`config.mk`:
```
export PLATFORM = sky130hd
export DESIGN_NAME = rom_dump_controller_flat
export DESIGN_NICKNAME = d
export VERILOG_FILES = /design/src/rtl/rom_reader_pkg.sv /design/src/rtl/rom_dump_controller_if.sv /design/src/rtl/button_debouncer.sv /design/src/rtl/rom_dump_controller.sv /design/src/flat_wrapper.sv
export SDC_FILE = /design/constraint.sdc
export NUM_CORES = 1
export LEC_CHECK = 0
export BUFFER_PORTS_ARGS = -buffer_cell sky130_fd_sc_hd__buf_2
export CELL_PAD_IN_SITES_DETAIL_PLACEMENT = 1
export CELL_PAD_IN_SITES_GLOBAL_PLACEMENT = 1
export CORE_AREA = 10 10 143 79
export CTS_BUF_LIST = sky130_fd_sc_hd__clkbuf_4 sky130_fd_sc_hd__clkbuf_8
export DETAILED_ROUTE_END_ITERATION = 10
export DIE_AREA = 0 0 153 89
export GPL_ROUTABILITY_DRIVEN = 0
export PLACE_DENSITY = 0.78
export SKIP_CTS_REPAIR_TIMING = 1
export SYNTH_ARGS = -nofsm -noshare
export SYNTH_HDL_FRONTEND = slang
export SYNTH_SLANG_ARGS = --single-unit
```
`constraint.sdc`:
```
create_clock -name clk -period 3.7 [get_ports clk]
set_input_delay 0.925 -clock clk [delete_from_list [all_inputs] [get_ports clk]]
set_output_delay 0.925 -clock clk [all_outputs]
set_load 0.05 [all_outputs]
```
`src/rtl/rom_reader_pkg.sv`:
```
// Shared constants for the ROM dump controller: FSM encodings, mode values and
// the socket-enable decoder.
package rom_reader_pkg;

    localparam logic [2:0] StIdle   = 3'd0;
    localparam logic [2:0] StSetup  = 3'd1;
    localparam logic [2:0] StWait   = 3'd2;
    localparam logic [2:0] StSample = 3'd3;
    localparam logic [2:0] StEmit   = 3'd4;
    localparam logic [2:0] StDone   = 3'd5;

    localparam logic MODE_MANUAL = 1'b0;
    localparam logic MODE_AUTO   = 1'b1;

    // Out-of-range indices decode to all zeros so no socket is enabled.
    function automatic logic [31:0] onehot_decode(input int unsigned idx, input int unsigned n);
        logic [31:0] res;
        res = '0;
        for (int unsigned i = 0; i < 32; i++) begin
            res[i[4:0]] = (i == idx) && (i < n);
        end
        return res;
    endfunction

endpackage

```
`src/rtl/rom_dump_controller_if.sv`:
```
// Output word stream: the controller drives data/address/valid, the sink answers
// with ready.
interface rom_dump_controller_if #(
    parameter int unsigned DATA_WIDTH    = 8,
    parameter int unsigned ADDRESS_WIDTH = 9
);
    logic [DATA_WIDTH-1:0]    out_data;
    logic [ADDRESS_WIDTH-1:0] out_address;
    logic                     out_valid;
    logic                     out_ready;

    modport master (output out_data, output out_address, output out_valid, input out_ready);
    modport slave  (input out_data, input out_address, input out_valid, output out_ready);
endinterface

```
`src/rtl/button_debouncer.sv`:
```
// Button conditioner: 2-flop synchroniser, stability filter, and a one-cycle
// pulse on each accepted rising edge.
module button_debouncer
    import rom_reader_pkg::*;
#(
    parameter int unsigned DEBOUNCE_CYCLES = 16
) (
    input  logic clk,
    input  logic reset,
    input  logic btn_i,
    output logic pulse_o
);
    localparam int unsigned CntW = $clog2(DEBOUNCE_CYCLES + 1);

    logic            sync1_q, sync2_q;
    logic            stable_q, stable_d;
    logic [CntW-1:0] cnt_q, cnt_d;
    logic            pulse_q, pulse_d;
    logic            accept;

    assign accept = (sync2_q != stable_q) && (cnt_q == CntW'(DEBOUNCE_CYCLES - 1));

    always_comb begin
        stable_d = stable_q;
        cnt_d    = cnt_q;
        pulse_d  = accept && sync2_q;
        // Any disagreement shorter than the filter window restarts the count.
        if (sync2_q == stable_q) begin
            cnt_d = '0;
        end else if (accept) begin
            cnt_d    = '0;
            stable_d = sync2_q;
        end else begin
            cnt_d = cnt_q + CntW'(1);
        end
    end

    always_ff @(posedge clk or posedge reset) begin
        if (reset) begin
            sync1_q  <= 1'b0;
            sync2_q  <= 1'b0;
            stable_q <= 1'b0;
            cnt_q    <= '0;
            pulse_q  <= 1'b0;
        end else begin
            sync1_q  <= btn_i;
            sync2_q  <= sync1_q;
            stable_q <= stable_d;
            cnt_q    <= cnt_d;
            pulse_q  <= pulse_d;
        end
    end

    assign pulse_o = pulse_q;

endmodule

```
`src/rtl/rom_dump_controller.sv`:
```
// Multi-socket ROM reader: manual button stepping or an auto sweep of the selected
// chip, each word delivered over a valid/ready stream.
module rom_dump_controller
    import rom_reader_pkg::*;
#(
    parameter int unsigned DATA_WIDTH      = 8,
    parameter int unsigned ADDRESS_WIDTH   = 9,
    parameter int unsigned NUM_CHIPS       = 2,
    parameter int unsigned CHIP_SEL_WIDTH  = 1,
    parameter int unsigned ACCESS_CYCLES   = 4,
    parameter int unsigned DEBOUNCE_CYCLES = 16
) (
    input  logic                      clk,
    input  logic                      reset,
    input  logic [CHIP_SEL_WIDTH-1:0] chip_index_i,
    input  logic [ADDRESS_WIDTH-1:0]  last_address_i,
    input  logic                      auto_mode_i,
    input  logic                      start_i,
    input  logic                      increment_address_i,
    input  logic                      decrement_address_i,
    input  logic [DATA_WIDTH-1:0]     chip_data_i,
    output logic [ADDRESS_WIDTH-1:0]  chip_address_o,
    output logic [NUM_CHIPS-1:0]      chip_enable_o,
    output logic                      busy_o,
    output logic                      done_o,
    rom_dump_controller_if.master     out_if
);
    localparam int unsigned CntW = $clog2(ACCESS_CYCLES + 1);

    logic [2:0]               state_q, state_d;
    logic [ADDRESS_WIDTH-1:0] cur_addr_q, cur_addr_d;
    logic [ADDRESS_WIDTH-1:0] last_q, last_d;
    logic                     mode_q, mode_d;
    logic [ADDRESS_WIDTH-1:0] chip_addr_q, chip_addr_d;
    logic [NUM_CHIPS-1:0]     chip_en_q, chip_en_d;
    logic [CntW-1:0]          wait_cnt_q, wait_cnt_d;
    logic [DATA_WIDTH-1:0]    out_data_q, out_data_d;
    logic [ADDRESS_WIDTH-1:0] out_addr_q, out_addr_d;
    logic                     out_valid_q, out_valid_d;
    logic                     enter_setup;
    logic                     inc_pulse, dec_pulse;

    button_debouncer #(.DEBOUNCE_CYCLES(DEBOUNCE_CYCLES)) u_inc_db (
        .clk     (clk),
        .reset   (reset),
        .btn_i   (increment_address_i),
        .pulse_o (inc_pulse)
    );

    button_debouncer #(.DEBOUNCE_CYCLES(DEBOUNCE_CYCLES)) u_dec_db (
        .clk     (clk),
        .reset   (reset),
        .btn_i   (decrement_address_i),
        .pulse_o (dec_pulse)
    );

    always_comb begin
        state_d     = state_q;
        cur_addr_d  = cur_addr_q;
        last_d      = last_q;
        mode_d      = mode_q;
        chip_addr_d = chip_addr_q;
        chip_en_d   = chip_en_q;
        wait_cnt_d  = wait_cnt_q;
        out_data_d  = out_data_q;
        out_addr_d  = out_addr_q;
        out_valid_d = out_valid_q;
        enter_setup = 1'b0;

        case (state_q)
            StIdle: begin
                if (auto_mode_i && start_i) begin
                    cur_addr_d  = '0;
                    mode_d      = MODE_AUTO;
                    enter_setup = 1'b1;
                end else if (!auto_mode_i && (inc_pulse ^ dec_pulse)) begin
                    mode_d      = MODE_MANUAL;
                    enter_setup = 1'b1;
                    if (inc_pulse) begin
                        cur_addr_d = (cur_addr_q == last_address_i) ? '0
                                   : cur_addr_q + ADDRESS_WIDTH'(1);
                    end else begin
                        cur_addr_d = (cur_addr_q == '0) ? last_address_i
                                   : cur_addr_q - ADDRESS_WIDTH'(1);
                    end
                end
            end
            StSetup: begin
                state_d    = StWait;
                wait_cnt_d = CntW'(ACCESS_CYCLES);
            end
            StWait: begin
                if (wait_cnt_q <= CntW'(1)) begin
                    state_d = StSample;
                end else begin
                    wait_cnt_d = wait_cnt_q - CntW'(1);
                end
            end
            StSample: begin
                out_data_d  = chip_data_i;
                out_addr_d  = cur_addr_q;
                out_valid_d = 1'b1;
                state_d     = StEmit;
            end
            StEmit: begin
                if (out_if.out_ready) begin
                    out_valid_d = 1'b0;
                    if (mode_q == MODE_MANUAL) begin
                        state_d   = StIdle;
                        chip_en_d = '0;
                    end else if (cur_addr_q == last_q) begin
                        state_d   = StDone;
                        chip_en_d = '0;
                    end else begin
                        cur_addr_d  = cur_addr_q + ADDRESS_WIDTH'(1);
                        enter_setup = 1'b1;
                    end
                end
            end
            StDone: state_d = StIdle;
            default: state_d = StIdle;
        endcase

        // Bus and socket select are registered on entry so they are stable throughout SETUP.
        if (enter_setup) begin
            state_d     = StSetup;
            last_d      = last_address_i;
            chip_addr_d = cur_addr_d;
            chip_en_d   = NUM_CHIPS'(onehot_decode(32'(chip_index_i), NUM_CHIPS));
        end
    end

    always_ff @(posedge clk or posedge reset) begin
        if (reset) begin
            state_q     <= StIdle;
            cur_addr_q  <= '0;
            last_q      <= '0;
            mode_q      <= MODE_MANUAL;
            chip_addr_q <= '0;
            chip_en_q   <= '0;
            wait_cnt_q  <= '0;
            out_data_q  <= '0;
            out_addr_q  <= '0;
            out_valid_q <= 1'b0;
        end else begin
            state_q     <= state_d;
            cur_addr_q  <= cur_addr_d;
            last_q      <= last_d;
            mode_q      <= mode_d;
            chip_addr_q <= chip_addr_d;
            chip_en_q   <= chip_en_d;
            wait_cnt_q  <= wait_cnt_d;
            out_data_q  <= out_data_d;
            out_addr_q  <= out_addr_d;
            out_valid_q <= out_valid_d;
        end
    end

    assign chip_address_o     = chip_addr_q;
    assign chip_enable_o      = chip_en_q;
    assign busy_o             = (state_q != StIdle);
    assign done_o             = (state_q == StDone);
    assign out_if.out_data    = out_data_q;
    assign out_if.out_address = out_addr_q;
    assign out_if.out_valid   = out_valid_q;

endmodule

```
`src/flat_wrapper.sv`:
```
// flat-port wrapper written by rule: the top's interface ports become plain ports
module rom_dump_controller_flat import rom_reader_pkg::*;
#(
    parameter int unsigned DATA_WIDTH      = 8,
    parameter int unsigned ADDRESS_WIDTH   = 9,
    parameter int unsigned NUM_CHIPS       = 2,
    parameter int unsigned CHIP_SEL_WIDTH  = 1,
    parameter int unsigned ACCESS_CYCLES   = 4,
    parameter int unsigned DEBOUNCE_CYCLES = 16
)
  (clk, reset, chip_index_i, last_address_i, auto_mode_i, start_i, increment_address_i, decrement_address_i, chip_data_i, chip_address_o, chip_enable_o, busy_o, done_o, out_if_out_data, out_if_out_address, out_if_out_valid, out_if_out_ready);
  rom_dump_controller_if #(.DATA_WIDTH(DATA_WIDTH), .ADDRESS_WIDTH(ADDRESS_WIDTH)) out_if_i ();
  input  logic clk;
  input  logic reset;
  input  logic [CHIP_SEL_WIDTH-1:0] chip_index_i;
  input  logic [ADDRESS_WIDTH-1:0] last_address_i;
  input  logic auto_mode_i;
  input  logic start_i;
  input  logic increment_address_i;
  input  logic decrement_address_i;
  input  logic [DATA_WIDTH-1:0] chip_data_i;
  output logic [ADDRESS_WIDTH-1:0] chip_address_o;
  output logic [NUM_CHIPS-1:0] chip_enable_o;
  output logic busy_o;
  output logic done_o;
  output wire logic [$bits(out_if_i.out_data)-1:0] out_if_out_data;
  output wire logic [$bits(out_if_i.out_address)-1:0] out_if_out_address;
  output wire logic [$bits(out_if_i.out_valid)-1:0] out_if_out_valid;
  input wire logic [$bits(out_if_i.out_ready)-1:0] out_if_out_ready;
  assign out_if_out_data = out_if_i.out_data;
  assign out_if_out_address = out_if_i.out_address;
  assign out_if_out_valid = out_if_i.out_valid;
  assign out_if_i.out_ready = out_if_out_ready;
  rom_dump_controller #(.DATA_WIDTH(DATA_WIDTH), .ADDRESS_WIDTH(ADDRESS_WIDTH), .NUM_CHIPS(NUM_CHIPS), .CHIP_SEL_WIDTH(CHIP_SEL_WIDTH), .ACCESS_CYCLES(ACCESS_CYCLES), .DEBOUNCE_CYCLES(DEBOUNCE_CYCLES)) u_core (.clk(clk), .reset(reset), .chip_index_i(chip_index_i), .last_address_i(last_address_i), .auto_mode_i(auto_mode_i), .start_i(start_i), .increment_address_i(increment_address_i), .decrement_address_i(decrement_address_i), .chip_data_i(chip_data_i), .chip_address_o(chip_address_o), .chip_enable_o(chip_enable_o), .busy_o(busy_o), .done_o(done_o), .out_if(out_if_i));
endmodule
```
# ---- Yosys cells after proc, flatten, opt, wreduce, memory -nomap -nowiden
# Cells that the tools add are included.
dict set report word_totals {
  regBits 72
  inputBits 25
  wordCells 108
}
dict set report classes {
  add_sub_neg 5
  n_lt_le_gt_ge 1
  eq_ne 20
  mux 36
  n_bitwise 4
  n_reduce_logical 22
}
# cell n
set ops {}
lappend ops {{$mux W9} 8}
lappend ops {{$mux W5} 4}
lappend ops {{$eq A9 B9 Y1} 2}
lappend ops {{$mux W3} 6}
lappend ops {{$pmux W9 S2} 1}
lappend ops {{$pmux W3 S5} 1}
lappend ops {{$add A5 B1 Y5 const B} 2}
lappend ops {{$eq A5 B4 Y1 const B} 2}
lappend ops {{$mux W2} 5}
lappend ops {{$reduce_and A2 Y1} 5}
lappend ops {{$reduce_bool A2 Y1} 5}
lappend ops {{$add A9 B1 Y9 const B} 1}
lappend ops {{$logic_not A9 Y1} 1}
lappend ops {{$sub A9 B1 Y9 const B} 1}
lappend ops {{$mux W1} 8}
lappend ops {{$eq A3 B2 Y1 const B} 2}
lappend ops {{$eq A3 B3 Y1 const B} 2}
lappend ops {{$logic_and A1 B1 Y1} 6}
lappend ops {{$pmux W3 S2} 1}
lappend ops {{$ne A2 B2 Y1 const B} 2}
lappend ops {{$ne A4 B4 Y1 const B} 1}
lappend ops {{$pmux W1 S2} 2}
lappend ops {{$reduce_and A4 Y1} 1}
lappend ops {{$eq A3 B1 Y1 const B} 1}
lappend ops {{14 further kinds} 18}

# ---- Longest topological paths before layout
dict set report depth {
  ltp_word 7
  ltp_mapped 11
  ltp_nobuf 8
}

# ---- Cells and area by module
# From an unflattened synthesis, not the netlist that was laid out.
dict set report unflattened {
  hier_cells 418
  hier_area_um2 4060.1
}
# module instances cells_per_inst area_per_inst_um2 seq_area_each_um2
set by_module_without_submodules {}
lappend by_module_without_submodules {rom_dump_controller 1 366 3364.5 1351.3}
lappend by_module_without_submodules {button_debouncer 2 26 347.8 225.2}

# ---- Worst setup path after synthesis
# Ideal clock, no wire load.
dict set report synth_timing {
  path_kind {input to register}
  startpoint {in auto_mode_i}
  endpoint {reg u_core.last_q[0]}
  setup_time_ns 0.117
  t_arrival_ns 2.518
  t_required_ns 3.583
  slack_ns 1.065
  path_stages 10
  n_path_buf 5
  cell_sequence {clkbuf_1 -> or2_2 -> clkbuf_1 -> a21oi_1 -> or2_2 -> clkbuf_1 -> buf_6 -> buf_2 -> nand2_1 -> nand2_1}
}
dict set report synth_via {
  elab_chain_len 5
  elab_cells_between_ends 6
  cone_classes {mux: 3; reduce/logical: 3}
}
# item line_no
set synth_lines {}
lappend synth_lines {{start: declaration} flat_wrapper.sv:17} ;# input logic auto_mode_i;
lappend synth_lines {{$logic_not A1 Y1} rom_dump_controller.sv:76} ;# end else if (!auto_mode_i && (inc_pulse ^ dec_pulse)) begin
lappend synth_lines {{$logic_and A1 B1 Y1} rom_dump_controller.sv:76}
lappend synth_lines {{$mux W1} rom_dump_controller.sv:76}
lappend synth_lines {{$mux W1 (*)} rom_dump_controller.sv:72} ;# if (auto_mode_i && start_i) begin
lappend synth_lines {{$pmux W1 S2 (*)} rom_dump_controller.sv:70} ;# case (state_q)
lappend synth_lines {{end signal: assignment} rom_dump_controller.sv:148} ;# last_q <= last_d;
lappend synth_lines {{end: declaration} rom_dump_controller.sv:32} ;# logic [ADDRESS_WIDTH-1:0] last_q, last_d;
# Mark *: on every way between the ends. The rest lies on a longest branch, timed or not.
# A chain may end at the register's enable or synchronous reset.

# ---- Worst setup path after layout
dict set report layout_timing {
  startpoint {reg u_core.state_q[0]}
  endpoint {reg u_core.chip_addr_q[3] (netlist: u_core.chip_address_o[3])}
}
dict set report layout_via {
  elab_chain_len 2
  elab_cells_between_ends 4
  cone_classes {eq/ne: 1; mux: 2; reduce/logical: 1}
}
# item line_no
set layout_lines {}
lappend layout_lines {{start: declaration} rom_dump_controller.sv:30} ;# logic [2:0] state_q, state_d;
lappend layout_lines {{start signal: assignment} rom_dump_controller.sv:135} ;# state_q <= StIdle;
lappend layout_lines {{start signal: assignment} rom_dump_controller.sv:146} ;# state_q <= state_d;
lappend layout_lines {{$eq A3 B3 Y1 or $logic_not A3 Y1 (tied branches)} rom_dump_controller.sv:70}
lappend layout_lines {{$pmux W9 S2 or $pmux W1 S2 (tied branches)} rom_dump_controller.sv:70}
lappend layout_lines {{end signal: assignment} rom_dump_controller.sv:150} ;# chip_addr_q <= chip_addr_d;
lappend layout_lines {{end: declaration} rom_dump_controller.sv:34} ;# logic [ADDRESS_WIDTH-1:0] chip_addr_q, chip_addr_d;
# Parallel ways exist; a longest one is shown, timed or not.

==> results.py <==
metrics = {
    "status": {
        "outcome": "finished clean",
    },
    "worst_setup_path": {
        "start_kind": "flip-flop",
        "critPathKind": "reg -> reg",
        "r2r-start": "u_core.state_q[0]$_DFFE_PP0P_",
        "startpoint": "u_core.state_q[0]$_DFFE_PP0P_",
        "r2r_end": "u_core.chip_address_o[3]$_DFFE_PP0P_",
        "r2r_setup_slack_ps": 550,
        "path_max_fanout": 12,
        "critPathSlowestCell": "a21oi_1",
        "crit_chain": "nor2_1 > nand2_1 > a21oi_1 > a31oi_1 > o31ai_1 > mux2_2",
        "cp-end-kind": "flip-flop",
        "worst-r2r-cell-count": 6,
        "cpPeakStageDelay_ps": 710,
        "cp_data_required_time_ps": 4010,
        "arrival_ps": 3470,
    },
    "route": {
        "drtAntennaViolNets": 0,
        "drt-total-wl_mm": 12.0,
        "met2_wirelength_mm": 4.77,
        "routed_via_density": 5.76,
        "wl_met3_mm": 1.34,
        "m1WireLength_mm": 5.68,
        "route.top_layer_used": "met4",
        "vias": 3312,
        "wire_per_inst_um": 20.8,
        "drtIter0Drc": 317,
        "dr.pass1.iters": 5,
        "drc": 0,
    },
    "synth": {
        "syn_nets": 437,
        "synth_edf_count": 0,
        "yosysTopAreaCell": "dfrtp_1",
        "synthArstFlopShare_pct": 100,
        "synth-seq-cells": 72,
        "ys.flop_type": "dfrtp_1",
        "seq_area_frac_synth_pct": 46.4,
        "synthTopCellsByArea": "dfrtp_1, mux2_2, nand2_1",
        "synth_top_area_share_pct": 46.4,
        "yosys-top-cells-count": "dfrtp_1, nand2_1, nor2_1, o21ai_0, xor2_1",
        "yosysUniqueCellTypes": 60,
        "yosysWarningCount": 0,
        "syn_area_um2": 3890,
        "syn_inst": 406,
        "syn_area_per_cell_um2": 9.57,
        "yosysMostFrequentCell": "dfrtp_1",
    },
    "place": {
        "io_buffers": 55,
        "dpl.hpwl_mm": 8.81,
        "dp.cells": 559,
    },
    "clocking": {
        "cts_buffers": 9,
        "cts_tree": "yes",
        "htreeDepth": 3,
        "clock_latency_ps": 370,
        "ctsRootBufferMaster": "clkbuf_8",
        "cts.path.max_buffers": 2,
        "clock-sinks": 72,
        "clk_pin_slew_ps": 90,
    },
    "sta": {
        "hold_violations": 0,
        "final_max_slew_viol_count": 0,
        "layout_min_cycle_time_ps": 3150,
        "tightestPinTransition_ps": 941,
        "rsz0062_at_grt": "false",
        "period_share_pct": 85.2,
        "slew-limit-headroom_pct": 37.1,
        "setup_viol": 0,
        "setup_tns_ps": 0,
        "skew_ps": 16.0,
        "fmaxAchievable_ghz": 0.317,
    },
    "finish": {
        "drive_above_1_share_pct": 23.3,
        "n_antenna_cell": 0,
        "final_util_pct": 49.2,
        "fin_nets": 480,
        "nFillCells": 1045,
        "area_delta_synth_final_pct": 14.0,
        "finalNonFillerCells": 575,
    },
    "grt": {
        "grt_max_degree": 45,
        "first_global_vias": 3389,
        "grt_overflow": 0,
        "antenna_found_initial": 0,
        "grt_util_all_layers_pct": 17.9,
        "grt_pass1_wl_mm": 19.2,
    },
    "power_and_ir_drop": {
        "p_per_area_nw_per_um2": 845,
        "leakage_nw": 2.14,
        "vdd_drop_max_mv": 0.511,
    },
    "min_path": {
        "hold_depth": 0,
        "hold_path_end": "u_core.u_dec_db.sync2_q$_DFF_PP0_",
        "hold_path.class": "reg -> reg",
        "hold_start": "u_core.u_dec_db.sync1_q$_DFF_PP0_",
    },
    "floorplan": {
        "die_w_um": 153,
        "core_um2": 9010,
        "die_y_um": 89,
        "rows": 25,
        "start_util_pct": 43.1,
        "die_area_um2": 13600,
        "ioPinCount": 56,
    },
    "run": {
        "drv_cap": 0,
    },
}
## power by group
group / total (mW) / leakage, nW / switching (mW) / internal (mW)
Combinational: 1.78 / 1.11 / 1.22 / 0.551
Sequential: 1.30 / 0.926 / 0.285 / 1.01
Clock: 0.669 / 0.104 / 0.331 / 0.338
## worst max-delay path: cells and delay by family, from the launching register on
kind,cells,cell delay [ps]
AOI/OAI and AO/OA,3,1550
DFF,1,540
muxes,1,270
and+or+nand+nor,2,740
## area by class of cell
type / count / area (µm²) / area share (%)
repair buffers: 60 / 325 / 7.34
well taps: 121 / 151 / 3.42
clock buffers: 10 / 138 / 3.11
inverters: 16 / 60.1 / 1.36
multi-input cells: 290 / 1880 / 42.5
flip-flops and latches: 72 / 1800 / 40.7
clock inverters: 6 / 72.6 / 1.64
## metrics by stage
step                      hold slack, ps  power [mW]  setup WS (ps)  cell area, µm²
after floorplan                      331        2.61            950            3890
after global placement               336        3.00            801            4220
after detailed placement             336        3.06            778            4220
after CTS                            354        3.75            801            4430
after global routing                 366        3.98            457            4430
final                                351        3.74            546            4430
## per-layer routing
layer	GRT usage [%]	vias up
li1	-	1522
met1	25.0	1620
met2	24.4	154
met3	7.20	16
met4	5.85	0
met5	0	-
## worst max-delay path by stage
| stage | to | slack, ps |
|---|---|---|
| final | u_core.chip_address_o[3]$_DFFE_PP0P_ | 550 |
| after global routing | u_core.chip_address_o[3]$_DFFE_PP0P_ | 460 |
| after CTS | u_core.chip_address_o[3]$_DFFE_PP0P_ | 800 |
| after detailed placement | u_core.chip_address_o[3]$_DFFE_PP0P_ | 780 |
| after global placement | u_core.chip_address_o[4]$_DFFE_PP0P_ | 800 |
| after floorplan | u_core.chip_address_o[0]$_DFFE_PP0P_ | 950 |
## flip-flops by register name, indices dropped and copies added (netlist names), 2 cells and up
register	flops
u_core.cur_addr_q	9
u_core.out_if.out_address	9
u_core.last_q	9
u_core.u_dec_db.cnt_q	5
u_core.u_inc_db.cnt_q	5
u_core.out_if.out_data	8
u_core.chip_enable_o	2
u_core.wait_cnt_q	3
u_core.chip_address_o	9
u_core.state_q	3
## layout by cell type (no fill, tap or decap), types with 3 or more instances in the layout
cell type / instances
a21o_1: 3
a21oi_1: 20
a31oi_1: 8
a41oi_1: 3
and2_1: 3
and3_1: 6
buf_2: 55
buf_4: 4
clkbuf_8: 10
dfrtp_1: 72
ha_1: 6
inv_1: 15
inv_6: 3
mux2_2: 21
nand2_1: 53
nand3_1: 12
nand4_1: 6
nor2_1: 26
nor2b_1: 4
nor3_1: 10
nor3b_1: 4
o21ai_0: 23
o22ai_1: 4
o31ai_1: 8
xnor2_1: 7
xor2_1: 22
## cell families (layout without fill, tap and decap cells)
| group | after synthesis | count (layout) | share of synthesized area (%) |
|---|---|---|---|
| compound gates | 91 | 91 | 15.5 |
| flops | 72 | 72 | 46.4 |
| mux | 22 | 22 | 6.47 |
| simple gates | 142 | 142 | 17.9 |
| buf+inv | 44 | 92 | 5.25 |
| xor+xnor | 29 | 29 | 6.54 |
| fa+ha+maj | 6 | 6 | 1.93 |
(Power assumes the default switching activity.)
